[config.mk]
export PLATFORM = sky130hd
export DESIGN_NAME = triangle_voice_scheduler
export DESIGN_NICKNAME = d
export VERILOG_FILES = /design/src/rtl/triangle_voice_scheduler.sv
export SDC_FILE = /design/constraint.sdc
export NUM_CORES = 1
export LEC_CHECK = 0
export ABC_CLOCK_PERIOD_IN_PS = 9700
export CAP_MARGIN = 20
export CORE_ASPECT_RATIO = 2
export CORE_MARGIN = 3
export CORE_UTILIZATION = 60
export DETAILED_ROUTE_END_ITERATION = 12
export PLACE_DENSITY_LB_ADDON = 0.1
export SLEW_MARGIN = 40
export SYNTH_ARGS = -nofsm -noshare
export SYNTH_HDL_FRONTEND = slang
export SYNTH_SLANG_ARGS = --single-unit
[constraint.sdc]
create_clock -name clk -period 9.7 [get_ports clk]
set_input_delay 1.94 -clock clk [delete_from_list [all_inputs] [get_ports clk]]
set_output_delay 1.94 -clock clk [all_outputs]
set_load 0.02 [all_outputs]
[src/rtl/triangle_voice_scheduler.sv]
// Time-shares one registered triangle LUT among NUM_VOICES voices.
// On each sample tick it sums the volume-scaled voice samples into one saturated mix sample.
module triangle_voice_scheduler #(
  parameter int unsigned NUM_VOICES = 4,
  parameter int unsigned PHASE_W    = 24
) (
  input  logic                          clk,
  input  logic                          reset_n,
  input  logic                          sample_tick,
  input  logic                          cfg_we,
  input  logic [$clog2(NUM_VOICES)-1:0] cfg_voice,
  input  logic [PHASE_W-1:0]            cfg_inc,
  input  logic [7:0]                    cfg_vol,
  input  logic                          cfg_en,
  input  logic                          cfg_phase_rst,
  output logic [8:0]                    lut_addr,
  input  logic signed [15:0]            lut_data,
  output logic signed [15:0]            mix_out,
  output logic                          mix_valid,
  output logic                          busy,
  output logic                          overrun
);

  localparam int unsigned IW = $clog2(NUM_VOICES);
  localparam int unsigned AW = 17 + IW;
  localparam logic signed [AW-1:0] SatHi = AW'(32767);
  localparam logic signed [AW-1:0] SatLo = AW'(-32768);

  typedef enum logic [1:0] {StIdle, StIssue, StDrain, StOut} state_e;

  state_e                   state_q, state_d;
  logic [IW-1:0]            idx_q, idx_d;
  logic signed [AW-1:0]     acc_q, acc_d;
  logic [8:0]               lut_addr_q, lut_addr_d;
  logic signed [15:0]       mix_out_q, mix_out_d;
  logic                     mix_valid_q, mix_valid_d;
  logic                     busy_q, busy_d;
  logic                     overrun_q, overrun_d;
  logic [PHASE_W-1:0]       phase_q [NUM_VOICES];
  logic [PHASE_W-1:0]       phase_d [NUM_VOICES];
  logic [PHASE_W-1:0]       inc_q   [NUM_VOICES];
  logic [PHASE_W-1:0]       inc_d   [NUM_VOICES];
  logic [7:0]               vol_q   [NUM_VOICES];
  logic [7:0]               vol_d   [NUM_VOICES];
  logic [NUM_VOICES-1:0]    en_q, en_d;
  // Volume/enable travel with the issued address: s1 while the LUT reads, s2 when data returns.
  logic                     s1_valid_q, s1_valid_d, s1_en_q, s1_en_d;
  logic [7:0]               s1_vol_q, s1_vol_d;
  logic                     s2_valid_q, s2_valid_d, s2_en_q, s2_en_d;
  logic [7:0]               s2_vol_q, s2_vol_d;

  logic                     issue;
  logic [IW-1:0]            issue_idx;
  logic signed [24:0]       prod;
  logic signed [AW-1:0]     term;

  always_comb begin
    prod = lut_data * $signed({1'b0, s2_vol_q});
    term = s2_en_q ? {{(AW-17){prod[24]}}, prod[24:8]} : '0;
  end

  always_comb begin
    state_d     = state_q;
    idx_d       = idx_q;
    acc_d       = acc_q;
    lut_addr_d  = lut_addr_q;
    mix_out_d   = mix_out_q;
    mix_valid_d = 1'b0;
    busy_d      = busy_q;
    overrun_d   = overrun_q;
    phase_d     = phase_q;
    inc_d       = inc_q;
    vol_d       = vol_q;
    en_d        = en_q;
    s1_valid_d  = 1'b0;
    s1_vol_d    = s1_vol_q;
    s1_en_d     = s1_en_q;
    s2_valid_d  = s1_valid_q;
    s2_vol_d    = s1_vol_q;
    s2_en_d     = s1_en_q;
    issue       = 1'b0;
    issue_idx   = idx_q;

    if (s2_valid_q) acc_d = acc_q + term;
    if (sample_tick && busy_q) overrun_d = 1'b1;

    unique case (state_q)
      StIdle: begin
        if (sample_tick) begin
          issue     = 1'b1;
          issue_idx = '0;
          idx_d     = IW'(1);
          acc_d     = '0;
          busy_d    = 1'b1;
          state_d   = (NUM_VOICES > 1) ? StIssue : StDrain;
        end
      end
      StIssue: begin
        issue = 1'b1;
        idx_d = idx_q + 1'b1;
        if (idx_q == IW'(NUM_VOICES - 1)) state_d = StDrain;
      end
      StDrain: begin
        // Last term lands on the edge where the s1 stage has emptied.
        if (!s1_valid_q) state_d = StOut;
      end
      StOut: begin
        if (acc_q > SatHi)      mix_out_d = 16'sh7fff;
        else if (acc_q < SatLo) mix_out_d = 16'sh8000;
        else                    mix_out_d = acc_q[15:0];
        mix_valid_d = 1'b1;
        busy_d      = 1'b0;
        state_d     = StIdle;
      end
      default: state_d = StIdle;
    endcase

    if (issue) begin
      lut_addr_d = phase_q[issue_idx][PHASE_W-1 -: 9];
      s1_valid_d = 1'b1;
      s1_vol_d   = vol_q[issue_idx];
      s1_en_d    = en_q[issue_idx];
    end

    for (int unsigned v = 0; v < NUM_VOICES; v++) begin
      if (issue && issue_idx == IW'(v) && en_q[v]) phase_d[v] = phase_q[v] + inc_q[v];
      if (cfg_we && cfg_voice == IW'(v)) begin
        inc_d[v] = cfg_inc;
        vol_d[v] = cfg_vol;
        en_d[v]  = cfg_en;
        if (cfg_phase_rst) phase_d[v] = '0;
      end
    end
  end

  always_ff @(posedge clk or negedge reset_n) begin
    if (!reset_n) begin
      state_q     <= StIdle;
      idx_q       <= '0;
      acc_q       <= '0;
      lut_addr_q  <= '0;
      mix_out_q   <= '0;
      mix_valid_q <= 1'b0;
      busy_q      <= 1'b0;
      overrun_q   <= 1'b0;
      en_q        <= '0;
      s1_valid_q  <= 1'b0;
      s1_vol_q    <= '0;
      s1_en_q     <= 1'b0;
      s2_valid_q  <= 1'b0;
      s2_vol_q    <= '0;
      s2_en_q     <= 1'b0;
      for (int unsigned v = 0; v < NUM_VOICES; v++) begin
        phase_q[v] <= '0;
        inc_q[v]   <= '0;
        vol_q[v]   <= '0;
      end
    end else begin
      state_q     <= state_d;
      idx_q       <= idx_d;
      acc_q       <= acc_d;
      lut_addr_q  <= lut_addr_d;
      mix_out_q   <= mix_out_d;
      mix_valid_q <= mix_valid_d;
      busy_q      <= busy_d;
      overrun_q   <= overrun_d;
      en_q        <= en_d;
      s1_valid_q  <= s1_valid_d;
      s1_vol_q    <= s1_vol_d;
      s1_en_q     <= s1_en_d;
      s2_valid_q  <= s2_valid_d;
      s2_vol_q    <= s2_vol_d;
      s2_en_q     <= s2_en_d;
      for (int unsigned v = 0; v < NUM_VOICES; v++) begin
        phase_q[v] <= phase_d[v];
        inc_q[v]   <= inc_d[v];
        vol_q[v]   <= vol_d[v];
      end
    end
  end

  assign lut_addr  = lut_addr_q;
  assign mix_out   = mix_out_q;
  assign mix_valid = mix_valid_q;
  assign busy      = busy_q;
  assign overrun   = overrun_q;

endmodule

==> results by group, run 1 <==
Synthesis
  • Synth unique cells: 74
  • Post-synth EDFFs: 0
  • Mapped Avg Cell Area: 9.66 sq um
  • Post-synth top flop: dfrtp_1
  • Ys async rst share: 100%
  • Post-Syn Instances: 2,190
  • Post-synthesis sequential area ratio: 35.4%
  • Syn. warnings: 0
  • Register bit total from synthesis: 299
  • Synthesized area: 21,100 sq um
  • Net Count, Synth: 2,513

Timing
  • Clock skew: 0.0146 ns
  • Worst relative slew slack: 47.0%
  • Setup violators final: 0
  • Max-slew violations: 0
  • Final Hold Viols: 0
  • Fin crit share: 90.0%
  • RSZ-0062 raised after global routing: false
  • Slew @ Worst Pin: 0.794 ns
  • Setup TNS: 0 ns
  • Minimum clock period: 8.73 ns
  • Achievable Freq: 115 MHz

Clock network
  • Max Root-Sink Buffers: 3
  • CTS Hold Buffers Added: 0
  • Reg clk slew, reported paths: 0.07 ns
  • Htree depth: 1
  • Clock root cell: clkbuf_16
  • Clock sinks: 299
  • Number of CTS-inserted buffers: 29
  • Post-CTS sizing: 0
  • Post-CTS Setup Inserts: 0
  • CTS tree: yes
  • Clock latency on the worst-skew pair: 0.57 ns

Worst setup path
  • CP Launch Type: primary input
  • Critical Path End Type: flip-flop
  • Crit Path Max Fanout: 8
  • Required time worst endpoint: 10.20 ns
  • Worst Path Arrival: 9.22 ns
  • Setup CP Type: primary input to flip-flop

Placement
  • Routability congestion estimate: 0.933
  • I/O Buffers: 83
  • Final HPWL DP: 41,700 um

Job
  • Max_cap viols: 0

Routing
  • Via density: 6.02
  • Via count: 16,338
  • Final ANT Viol Nets: 0
  • Total Wirelength: 54,400 um
  • Initial DRC count: 585
  • 1st-pass router iterations: 5
  • Avg WL per Cell: 20.0 um
  • DRC viols: 0

Global routing
  • Vias in the first global route: 17,392
  • Total GRT Usage: 28.9%
  • GRT Residual Overflow: 0
  • Antenna violations before repair: 1
  • Largest net degree at the start of global routing: 95
  • First-pass GRT wire length: 87,900 um

Layout
  • Most frequent cells in the layout: dfrtp_1 (299), nand2_1 (271), inv_1 (197)
  • Share of cells above drive strength 1: 10.4%
  • Commonest non-fill, non-tap cell in the layout: dfrtp_1
  • Nets@finish: 2,573
  • Antenna cells: 0
  • Area growth from synthesis to layout: 11.3%

Status
  • Status: finished, final reports clean

Floorplan
  • Horiz. Die Dim: 139 um
  • Die Span Y: 272 um
  • Io pins: 84
  • Core Region: 34,600 sq um
  • Die ar.: 37,700 sq um
  • Num rows: 96
  • Starting density of the core: 61.1%

Worst hold path
  • Hold/Removal Path Class: flip-flop to flip-flop
==> registers in the layout, indices dropped and copies added, names as in the netlist, 2 cells and up <==
name      count
phase_q      96
state_q       2
acc_q        19
s1_vol_q      8
lut_addr      9
s2_vol_q      8
inc_q        96
vol_q        32
en_q          4
mix_out      16
idx_q         2
==> worst paths after layout <==
path	start	endpoint	slack (ns)	cells after the start
min in group asynchronous	reset_n	acc_q[8]$_DFF_PN0_	1.19	1
min reg2reg	s1_vol_q[5]$_DFFE_PN0P_	s2_vol_q[5]$_DFF_PN0_	0.38	0
max	lut_data[9]	acc_q[18]$_DFF_PN0_	0.97	28
max reg2reg	s2_vol_q[3]$_DFF_PN0_	acc_q[18]$_DFF_PN0_	2.20	27
max in group asynchronous	reset_n	phase_q[75]$_DFF_PN0_	6.70	5
min	s1_vol_q[5]$_DFFE_PN0P_	s2_vol_q[5]$_DFF_PN0_	0.38	0
==> area by class of cell <==
cell class	count	area, sq um
Multi-Input combinational cell	1621	12700
Fill cell	2809	11000
Sequential cell	299	7480
Timing Repair Buffer	101	1040
Clock buffer	36	802
Inverter	198	743
Tap cell	441	552
Clock inverter	16	225
==> cell usage after synthesis, types with 16 or more instances <==
cell type	number	area, sq um
xor2_1	29	254
mux2_2	135	1520
nor2_1	112	420
o21ai_0	72	360
o22ai_1	16	100
a21o_1	55	413
o21a_1	19	143
ha_1	161	2010
xnor2_1	68	596
dfrtp_1	299	7480
a21oi_1	196	981
nor3_1	33	165
a211oi_1	20	150
fa_1	106	2120
nand2_1	272	1020
and3_1	25	156
mux2i_1	36	360
clkbuf_1	68	255
nand3_1	39	195
inv_1	197	739
and2_1	58	363
==> through the flow <==
step | cell area [sq um] | setup slack, ns | utilization, % | std cells | hold slack (ns)
5_1_grt | 23500 | 0.588 | 68.1 | 2712 | 0.381
2_1_floorplan | 21100 | 1.69 | - | 2190 | 0.354
6_report | 23500 | 0.973 | 68.1 | 2712 | 0.377
3_5_place_dp | 22500 | 0.405 | 65.1 | 2660 | 0.364
4_1_cts | 23500 | 0.976 | 68.1 | 2712 | 0.378
3_3_place_gp | 22400 | 0.568 | 64.8 | 2657 | 0.362
==> kinds of logic (layout without fill, tap and decap cells) <==
logic type	count (synthesis)	after routing	synth area share, %
simple gates	610	610	13.3
compound gates	476	476	14.1
flops	299	299	35.4
buf+inv	270	351	4.80
fa+ha+maj	267	267	19.6
mux	171	171	8.89
xor+xnor	97	97	4.02
==> layer usage <==
| metal | vias up | routed length [um] | GRT usage (%) |
|---|---|---|---|
| met3 | 174 | 1640 | 2.26 |
| met2 | 365 | 30200 | 56.2 |
| met5 | - | 0 | 0 |
| met4 | 0 | 3830 | 17.4 |
| li1 | 7635 | - | - |
| met1 | 8164 | 18700 | 29.7 |
==> worst max-delay path: stages <==
cell and delay, ns:
clkdlybuf4s50_1 0.63, nand2_1 0.13, fa_1 0.57, inv_1 0.06, fa_1 0.48, fa_1 0.55
inv_1 0.05, fa_1 0.47, inv_1 0.04, ha_1 0.31, a21o_1 0.17, a21oi_1 0.24
o31ai_4 0.17, o21a_1 0.24, o21ai_1 0.22, a21oi_1 0.14, or3_1 0.30, nor3b_1 0.15
ha_1 0.34, and3_1 0.22, o21a_1 0.10, o31ai_1 0.08, a21oi_1 0.11, or3_1 0.36
a211oi_1 0.57, o21ai_0 0.18, mux2_2 0.29, nand4_1 0.09
Power of run 1 is left out: the tool's default activity adds up to more than one toggle a clock period on the data nets, which glitch-free logic cannot reach.
==> inputs of run 2 (changes only) <==
--- a/config.mk
+++ b/config.mk
@@ -12,6 +12,7 @@
 export CORE_UTILIZATION = 60
 export DETAILED_ROUTE_END_ITERATION = 12
 export PLACE_DENSITY_LB_ADDON = 0.1
+export REMOVE_ABC_BUFFERS = 1
 export SLEW_MARGIN = 40
 export SYNTH_ARGS = -nofsm -noshare
 export SYNTH_HDL_FRONTEND = slang
==> run 2 against run 1 <==
Compared with the run above:
- register-to-register slack worse by 0.13 ns
- fmax down 0.85%
- final cell count hardly changed
- first-iteration DRC count up 15%
- utilization shrank 0.19 points
- design area shrank 0.28%
- count of clock-buffer cells in the layout shrank 1
- clock skew is 0.0037 ns higher
- critical path type unchanged
- worst hold slack better by 0.00065 ns
==> results by group, run 2 (synthesis gave the netlist of run 1 again) <==
Layout
  • Most frequent cells in the layout: dfrtp_1 (298), nand2_1 (271), inv_1 (197) (was dfrtp_1 (299), nand2_1 (271), inv_1 (197))
  • Share of cells above drive strength 1: 10.6% (was 10.4%)
  • Commonest non-fill, non-tap cell in the layout: dfrtp_1 (unchanged)
  • Nets@finish: 2,570 (was 2,573)
  • Register area: 7480 sq um (about the same)
  • Largest registers: inc_q: 96 flops, phase_q: 96 flops, vol_q: 32 flops (unchanged)
  • Fillers: 2,806 (was 2,809)
  • Multi-input gate area: 12,700 sq um (about the same)
  • Antenna cells: 0 (unchanged)
  • Area growth from synthesis to layout: 11.0% (was 11.3%)

Clock network
  • CTS Hold Buffers Added: 0 (unchanged)
  • Htree depth: 1 (unchanged)
  • Number of CTS-inserted buffers: 29 (unchanged)
  • Clock root cell: clkbuf_16 (unchanged)
  • Post-CTS Setup Inserts: 0 (unchanged)
  • CTS tree: yes (unchanged)
  • Clock sinks: 299 (unchanged)
  • Max Root-Sink Buffers: 3 (unchanged)
  • Post-CTS sizing: 0 (unchanged)
  • Clock latency on the worst-skew pair: 0.57 ns (about the same)
  • Reg clk slew, reported paths: 0.07 ns (about the same)

Routing
  • Via density: 6.05 (was 6.02)
  • Avg WL per Cell: 20.0 um (about the same)
  • DRC viols: 0 (unchanged)
  • 1st-pass router iterations: 5 (unchanged)
  • Via count: 16,409 (was 16,338)
  • Initial DRC count: 675 (was 585)
  • Final ANT Viol Nets: 0 (unchanged)
  • Total Wirelength: 54,100 um (was 54,400 um)

Timing
  • Setup TNS: 0 ns (unchanged)
  • Clock skew: 0.0183 ns (was 0.0146 ns)
  • Achievable Freq: 114 MHz (was 115 MHz)
  • Minimum clock period: 8.80 ns (was 8.73 ns)
  • Slew @ Worst Pin: 0.772 ns (was 0.794 ns)
  • Final Hold Viols: 0 (unchanged)
  • Fin crit share: 90.7% (was 90.0%)
  • Max-slew violations: 0 (unchanged)
  • Setup violators final: 0 (unchanged)
  • Worst relative slew slack: 48.5% (was 47.0%)
  • RSZ-0062 raised after global routing: false (unchanged)

Worst setup path
  • Worst Path Arrival: 9.30 ns (was 9.22 ns)
  • Setup CP Type: primary input to flip-flop (unchanged)
  • CP startpoint: lut_data[9] (unchanged)
  • R2r startpoint: s2_vol_q[0]$_DFF_PN0_ (was s2_vol_q[3]$_DFF_PN0_)
  • Critical Path End Type: flip-flop (unchanged)
  • CP Launch Type: primary input (unchanged)
  • Required time worst endpoint: 10.19 ns (was 10.20 ns)
  • Crit Path Max Fanout: 8 (unchanged)

Floorplan
  • Horiz. Die Dim: 139 um (unchanged)
  • Die ar.: 37,700 sq um (unchanged)
  • Starting density of the core: 61.1% (unchanged)
  • Io pins: 84 (unchanged)
  • Core Region: 34,600 sq um (unchanged)
  • Die Span Y: 272 um (unchanged)
  • Num rows: 96 (unchanged)

Placement
  • I/O Buffers: 83 (unchanged)
  • Routability congestion estimate: 0.893 (was 0.933)
  • Final HPWL DP: 41,100 um (was 41,700 um)

Status
  • Status: finished, final reports clean (unchanged)

Global routing
  • Total GRT Usage: 28.9% (about the same)
  • Antenna violations before repair: 0 (was 1)
  • GRT Residual Overflow: 0 (unchanged)
  • First-pass GRT wire length: 87,500 um (was 87,900 um)
  • Vias in the first global route: 17,574 (was 17,392)
  • Largest net degree at the start of global routing: 90 (was 95)

Worst hold path
  • Hold path start: s1_vol_q[1]$_DFFE_PN0P_ (was s1_vol_q[5]$_DFFE_PN0P_)
  • Hold/Removal Path Class: flip-flop to flip-flop (unchanged)

Job
  • Max_cap viols: 0 (unchanged)
## run 2: routing by layer
metal / track usage (%) / up-vias / part of all wire (%)
li1: - / 7632 / -
met1: 28.6 / 8159 / 34
met2: 54.7 / 405 / 54
met3: 2.43 / 213 / 3.0
met4: 22.4 / 0 / 9.4
met5: 0 / - / 0
## run 2: worst paths after layout
check / depth (start not counted) / slack (ns) / end
min in group asynchronous: 1 / 1.29 / mix_out[5]$_DFFE_PN0P_
min: 0 / 0.38 / s2_vol_q[1]$_DFF_PN0_
min reg2reg: 0 / 0.38 / s2_vol_q[1]$_DFF_PN0_
max: 28 / 0.90 / acc_q[18]$_DFF_PN0_
max in group asynchronous: 4 / 6.77 / vol_q[4]$_DFFE_PN0P_
max reg2reg: 27 / 2.07 / acc_q[18]$_DFF_PN0_
## run 2: per-stage QoR
stage	setup slack, ns	cell area (sq um)	utilization (%)	instances	hold WS, ns
after CTS	0.984	23500	67.8	2710	0.378
after floorplan	1.68	20900	-	2118	0.354
after global routing	0.475	23500	67.9	2710	0.389
after global placement	0.611	22400	64.7	2654	0.361
final	0.898	23500	67.9	2710	0.377
after detailed placement	0.418	22500	65.0	2657	0.364
## run 2: area by class of cell
type	instances	share of cell area (%)
Clock inverter	18	0.815
Multi-Input combinational cell	1621	54.1
Clock buffer	35	3.40
Inverter	198	3.17
Tap cell	441	2.35
Sequential cell	299	31.9
Timing Repair Buffer	98	4.28
## run 2: worst max-delay path, stage by stage
cell,delay [ns]
clkdlybuf4s50_1,0.61
nand2_1,0.12
fa_1,0.60
inv_1,0.07
fa_1,0.48
fa_1,0.55
inv_1,0.05
fa_1,0.48
inv_1,0.04
ha_1,0.32
a21o_1,0.17
a21oi_1,0.25
o31ai_4,0.18
o21a_1,0.24
o21ai_1,0.24
a21oi_1,0.14
or3_1,0.31
nor3b_1,0.15
ha_1,0.34
and3_1,0.22
o21a_1,0.10
o31ai_1,0.07
a21oi_1,0.10
or3_1,0.36
a211oi_1,0.57
o211ai_1,0.21
mux2_2,0.30
nand4_1,0.09
Power of run 2 is left out for the same reason.
==> inputs of run 3 (changes only) <==
--- a/config.mk
+++ b/config.mk
@@ -8,7 +8,6 @@
 export ABC_CLOCK_PERIOD_IN_PS = 9700
 export CAP_MARGIN = 20
 export CORE_ASPECT_RATIO = 2
-export CORE_MARGIN = 3
 export CORE_UTILIZATION = 60
 export DETAILED_ROUTE_END_ITERATION = 12
 export PLACE_DENSITY_LB_ADDON = 0.1
==> run 3 against run 2 <==
Compared with the run above:
- critical path depth did not move
- wire length grew 0.14%
- global-route usage rose by 2.5 points
- count of clock-buffer cells in the layout is 1 higher
- worst hold slack worse by 0.0031 ns
- design area up 0.12%
- critical endpoint unchanged
- sequential cell count did not move
==> results by group, run 3 (synthesis gave the netlist of run 1 again) <==
Placement
  • Placed cell count: 2,659 (was 2,657)
  • Final HPWL DP: 41,000 um (was 41,100 um)
  • Routability congestion estimate: 0.903 (was 0.893)
  • I/O Buffers: 83 (unchanged)
  • Worst slack at placement: 0.419 ns (was 0.418 ns)

Global routing
  • First-pass GRT wire length: 87,100 um (was 87,500 um)
  • Largest net degree at the start of global routing: 97 (was 90)
  • Total GRT Usage: 31.4% (was 28.9%)
  • Antenna violations before repair: 0 (unchanged)
  • GRT Residual Overflow: 0 (unchanged)
  • Vias in the first global route: 17,380 (was 17,574)

Clock network
  • Number of CTS-inserted buffers: 28 (was 29)
  • Clock sinks: 299 (unchanged)
  • Clock root cell: clkbuf_16 (unchanged)
  • Post-CTS Setup Inserts: 0 (unchanged)
  • CTS Hold Buffers Added: 0 (unchanged)
  • Clock latency on the worst-skew pair: 0.57 ns (about the same)
  • Max Root-Sink Buffers: 3 (unchanged)
  • Post-CTS sizing: 0 (unchanged)
  • CTS tree: yes (unchanged)
  • Reg clk slew, reported paths: 0.07 ns (about the same)
  • Htree depth: 1 (unchanged)

Worst setup path
  • Required time worst endpoint: 10.21 ns (was 10.19 ns)
  • CP Launch Type: primary input (unchanged)
  • Worst Path Arrival: 9.25 ns (was 9.30 ns)
  • Setup CP Type: primary input to flip-flop (unchanged)
  • Crit Path Max Fanout: 8 (unchanged)
  • Critical Path End Type: flip-flop (unchanged)

Layout
  • Commonest non-fill, non-tap cell in the layout: dfrtp_1 (unchanged)
  • Non-Filler Instances: 2,709 (was 2,710)
  • Share of cells above drive strength 1: 10.3% (was 10.6%)
  • Antenna cells: 0 (unchanged)
  • Nets@finish: 2,571 (was 2,570)
  • Largest registers: inc_q: 96 flops, phase_q: 96 flops, vol_q: 32 flops (unchanged)
  • Most frequent cells in the layout: dfrtp_1 (298), nand2_1 (271), inv_1 (197) (unchanged)
  • Area growth from synthesis to layout: 11.1% (was 11.0%)

Worst hold path
  • Hold/Removal Path Class: flip-flop to flip-flop (unchanged)

Routing
  • 1st-pass router iterations: 5 (unchanged)
  • Final ANT Viol Nets: 0 (unchanged)
  • Total Wirelength: 54,200 um (was 54,100 um)
  • Avg WL per Cell: 20.0 um (about the same)
  • Via density: 6.05 (about the same)
  • Via count: 16,379 (was 16,409)
  • Initial DRC count: 663 (was 675)
  • DRC viols: 0 (unchanged)

Timing
  • Final hold slack: 0.374 ns (was 0.377 ns)
  • Max-slew violations: 0 (unchanged)
  • Clock skew: 0.0280 ns (was 0.0183 ns)
  • Final Hold Viols: 0 (unchanged)
  • Setup TNS: 0 ns (unchanged)
  • Setup WS post-layout: 0.958 ns (was 0.898 ns)
  • Achievable Freq: 114 MHz (about the same)
  • Fin crit share: 90.1% (was 90.7%)
  • RSZ-0062 raised after global routing: false (unchanged)
  • Worst relative slew slack: 39.3% (was 48.5%)
  • Minimum clock period: 8.74 ns (was 8.80 ns)
  • Setup violators final: 0 (unchanged)
  • Slew @ Worst Pin: 0.901 ns (was 0.772 ns)

Floorplan
  • Io pins: 84 (unchanged)
  • Starting density of the core: 61.3% (was 61.1%)
  • Num rows: 96 (unchanged)
  • Die Span Y: 268 um (was 272 um)
  • Horiz. Die Dim: 135 um (was 139 um)
  • Die ar.: 36,000 sq um (was 37,700 sq um)
  • Core Region: 34,500 sq um (was 34,600 sq um)

Status
  • Status: finished, final reports clean (unchanged)

Job
  • Max_cap viols: 0 (unchanged)
-- run 3: cell type report --
cell class                      count  area, sq um
Clock buffer                       36          782
Timing Repair Buffer              100         1040
Inverter                          198          743
Multi-Input combinational cell   1621        12700
Tap cell                          441          552
Fill cell                        2752        11000
Sequential cell                   299         7480
Clock inverter                     14          203
-- run 3: worst paths after layout --
kind / startpoint / cells past startpoint / slack (ns) / endpoint
max reg2reg: s2_vol_q[0]$_DFF_PN0_ / 27 / 2.14 / acc_q[18]$_DFF_PN0_
max: lut_data[9] / 28 / 0.96 / acc_q[18]$_DFF_PN0_
min in group asynchronous: reset_n / 1 / 1.29 / mix_out[7]$_DFFE_PN0P_
max in group asynchronous: reset_n / 4 / 7.01 / inc_q[78]$_DFFE_PN0P_
min reg2reg: s1_valid_q$_DFF_PN0_ / 0 / 0.37 / s2_valid_q$_DFF_PN0_
min: s1_valid_q$_DFF_PN0_ / 0 / 0.37 / s2_valid_q$_DFF_PN0_
-- run 3: through the flow --
step	util, %	instance area (sq um)
2_1_floorplan	-	20900
3_3_place_gp	65.0	22400
3_5_place_dp	65.3	22500
4_1_cts	68.2	23500
5_1_grt	68.2	23500
6_report	68.2	23500
-- run 3: metal layers --
metal | share of wire, % | track usage [%] | wire length [um]
met4 | 9.7 | 27.2 | 5250
met2 | 54 | 58.3 | 29000
met5 | 0 | 0 | 0
met1 | 33 | 30.4 | 18100
met3 | 3.3 | 3.26 | 1810
-- run 3: critical path: stages --
cell	delay (ns)
clkdlybuf4s50_1	0.62
nand2_1	0.12
fa_1	0.58
inv_1	0.06
fa_1	0.48
fa_1	0.55
inv_1	0.05
fa_1	0.48
inv_1	0.04
ha_1	0.32
a21o_1	0.17
a21oi_1	0.25
o31ai_4	0.18
o21a_1	0.24
o21ai_1	0.24
a21oi_1	0.14
or3_1	0.30
nor3b_1	0.15
ha_1	0.34
and3_1	0.23
o21a_1	0.11
o31ai_1	0.08
a21oi_1	0.11
or3_1	0.35
a211oi_1	0.55
o21ai_0	0.17
mux2_2	0.29
nand4_1	0.10
Power of run 3 is left out for the same reason.
==> patch, RTL diff (settings of run 3) <==
Make the reset (`reset_n`) synchronous in one clocked block.
--- a/src/rtl/triangle_voice_scheduler.sv
+++ b/src/rtl/triangle_voice_scheduler.sv
@@ -134,5 +134,5 @@
   end
 
-  always_ff @(posedge clk or negedge reset_n) begin
+  always_ff @(posedge clk) begin
     if (!reset_n) begin
       state_q     <= StIdle;
Check against the original RTL: differs if reset_n is asserted again (counterexample within 4 cycles, from zero or initial values and one cycle with reset_n low); with reset_n held inactive, the same outputs for 4 cycles.
==> patch against run 3 <==
- critical path depth is 1 higher
- core utilization is 1.4 points lower
- sequential cell count stayed put
- critical endpoint is now acc_q[18]
- routed wire length is 2.0% higher
- setup slack better by 0.21 ns
- die area is 3.2% lower
- worst hold slack better by 0.069 ns
- cell area is 4.4% lower
- synthesized area is 3.3% lower
==> patch: results (changes against run 3) <==
| Result | This run | Unit | Change |
|:---|:---|:---|:---|
| Fraction of area in multi-input gates | 59.47 | % | +5.4 points |
| Largest net degree at the start of global routing | 88 | - | -9.3% |
| Met2 wirelength from detailed routing | 29.62 | mm | +2.0% |
| Synth area leader | dfxtp_1 | - |  |
| Wire length of the first global-routing pass | 88.24 | mm | +1.3% |
| Result of the run | finished clean | - |  |
| Root Buffer Master | clkbuf_16 | - |  |
| Cell count of the worst reg-to-reg path | 28 | - | +3.7% |
| Routed WL per cell | 18.53 | um | -7.3% |
| Number of signal-net buffers in the layout | 101 | - | +1.0% |
| Logic inverters | 192 | - | -3.0% |
| Vias per inst | 5.825 | - | -3.7% |
| GR Util All Layers | 32.17 | % | +0.76 points |
| Routing usage on met2 | 61.39 | % | +3.1 points |
| Fraction of area in clock buffers and inverters | 3.968 | % | -0.22 points |
| Number of iterations in the first detailed-routing pass | 7 | - | +2 |
| Headroom to the max-slew limit | 46.57 | % | +7.3 points |
| Sequential area share after synthesis | 29.26 | % | -6.1 points |
| Grt met3 use | 3.562 | % | +0.31 points |
| Synth async-reset ratio | 0 | % | -100 points |
| Skew final | 0.01331 | ns | -0.01473 ns |
| Final Wtd Congestion | 0.9008 | - | -0.28% |
| Fillcell total | 2911 | - | +5.8% |
| Biggest area contributors in the synthesized netlist | dfxtp_1 (29%), fa_1 (10%), ha_1 (9.8%), nand2_1 (9.2%), a21boi_0 (5.5%) | - |  |
| Layout clock buffer count | 42 | - | +17% |
| Met1 WL | 18.33 | mm | +1.4% |
| Initial DRC Count | 759 | - | +14% |
| Number of multi-input combinational cells in the layout | 1903 | - | +17% |
| Met3 Routed Length | 2.112 | mm | +16% |
| Number of levels the H-tree was split into | 1 | - | unchanged |
| Number of cells traversed by the worst hold path | 1 | - | +1 |
| Worst slack at placement | 0.6034 | ns | +0.1842 ns |
| Most instantiated cells after synthesis | nand2_1 (504), dfxtp_1 (299), inv_1 (190) | - |  |
| Sequential cell area share | 26.63 | % | -5.2 points |
| Power drawn by the clock network | 1.10 | mW |  |
| Worst stage delay on the critical path | 0.66 | ns | +0.04 ns |
| Post-DP HPWL | 41.62 | mm | +1.5% |
| Share of final-layout standard cells stronger than drive strength 1 | 3.888 | % | -6.4 points |
| Number of warnings issued by yosys | 0 | - | unchanged |
| Met1 demand-to-capacity share in global routing | 29.75 | % | -0.60 points |
| Non-clock buffer contribution to total cell area | 4.302 | % | -0.12 points |
| Vias in the first global route | 17711 | - | +1.9% |
| Arrival @ worst endpoint | 8.99 | ns | -0.26 ns |
| Total Nets Final | 2848 | - | +11% |
-- patch: cell count changes after synthesis, sizes merged, moves of 17 or more --
cell,before,now
a21boi,7,149
a221oi,0,19
and2,59,85
clkbuf,68,109
dfrtp,299,0
dfxtp,0,299
mux2,135,8
mux2i,36,11
nand2,272,504
nand2b,11,28
nor2b,7,33
-- patch: final timing paths --
kind | slack, ns | from | endpoint
worst max-delay path | 1.17 | lut_data[8] | acc_q[18]
worst max register to register | 2.36 | s2_vol_q[3] | acc_q[18]
worst min-delay path | 0.44 | s1_vol_q[5] | s2_vol_q[5]
worst min register to register | 0.44 | s1_vol_q[5] | s2_vol_q[5]
-- patch: metrics by stage --
step,area [sq um],utilization (%),power [mW],hold slack [ns],cells
2_1_floorplan,20040,-,2.151,0.4242,2394
3_3_place_gp,21560,64.10,2.544,0.4329,2931
3_5_place_dp,21570,64.13,2.581,0.4336,2931
4_1_cts,22470,66.78,3.674,0.4466,2982
5_1_grt,22480,66.83,3.858,0.4680,2982
6_report,22480,66.83,3.662,0.4436,2982
-- patch: logic make-up (layout without fill, tap and decap cells) --
group                    after synthesis  in the layout  synth area share [%]
AND/OR/NAND/NOR                      907            907                 19.84
AO/OA/AOI/OAI                        604            604                 19.53
buffers and inverters                304            344                 5.577
adder cells (fa/ha/maj)              267            267                 20.22
multiplexers                          19             19                 1.040
XOR/XNOR                             106            106                 4.538
flip-flops                           299            299                 29.26
-- patch: worst max-delay path, delay by kind of cell --
family / cells / cell delay [ns]
AO/OA/AOI/OAI: 12 / 2.41
buffers and inverters: 4 / 0.83
adder cells (fa/ha/maj): 6 / 2.78
XOR/XNOR: 2 / 0.33
AND/OR/NAND/NOR: 5 / 0.71
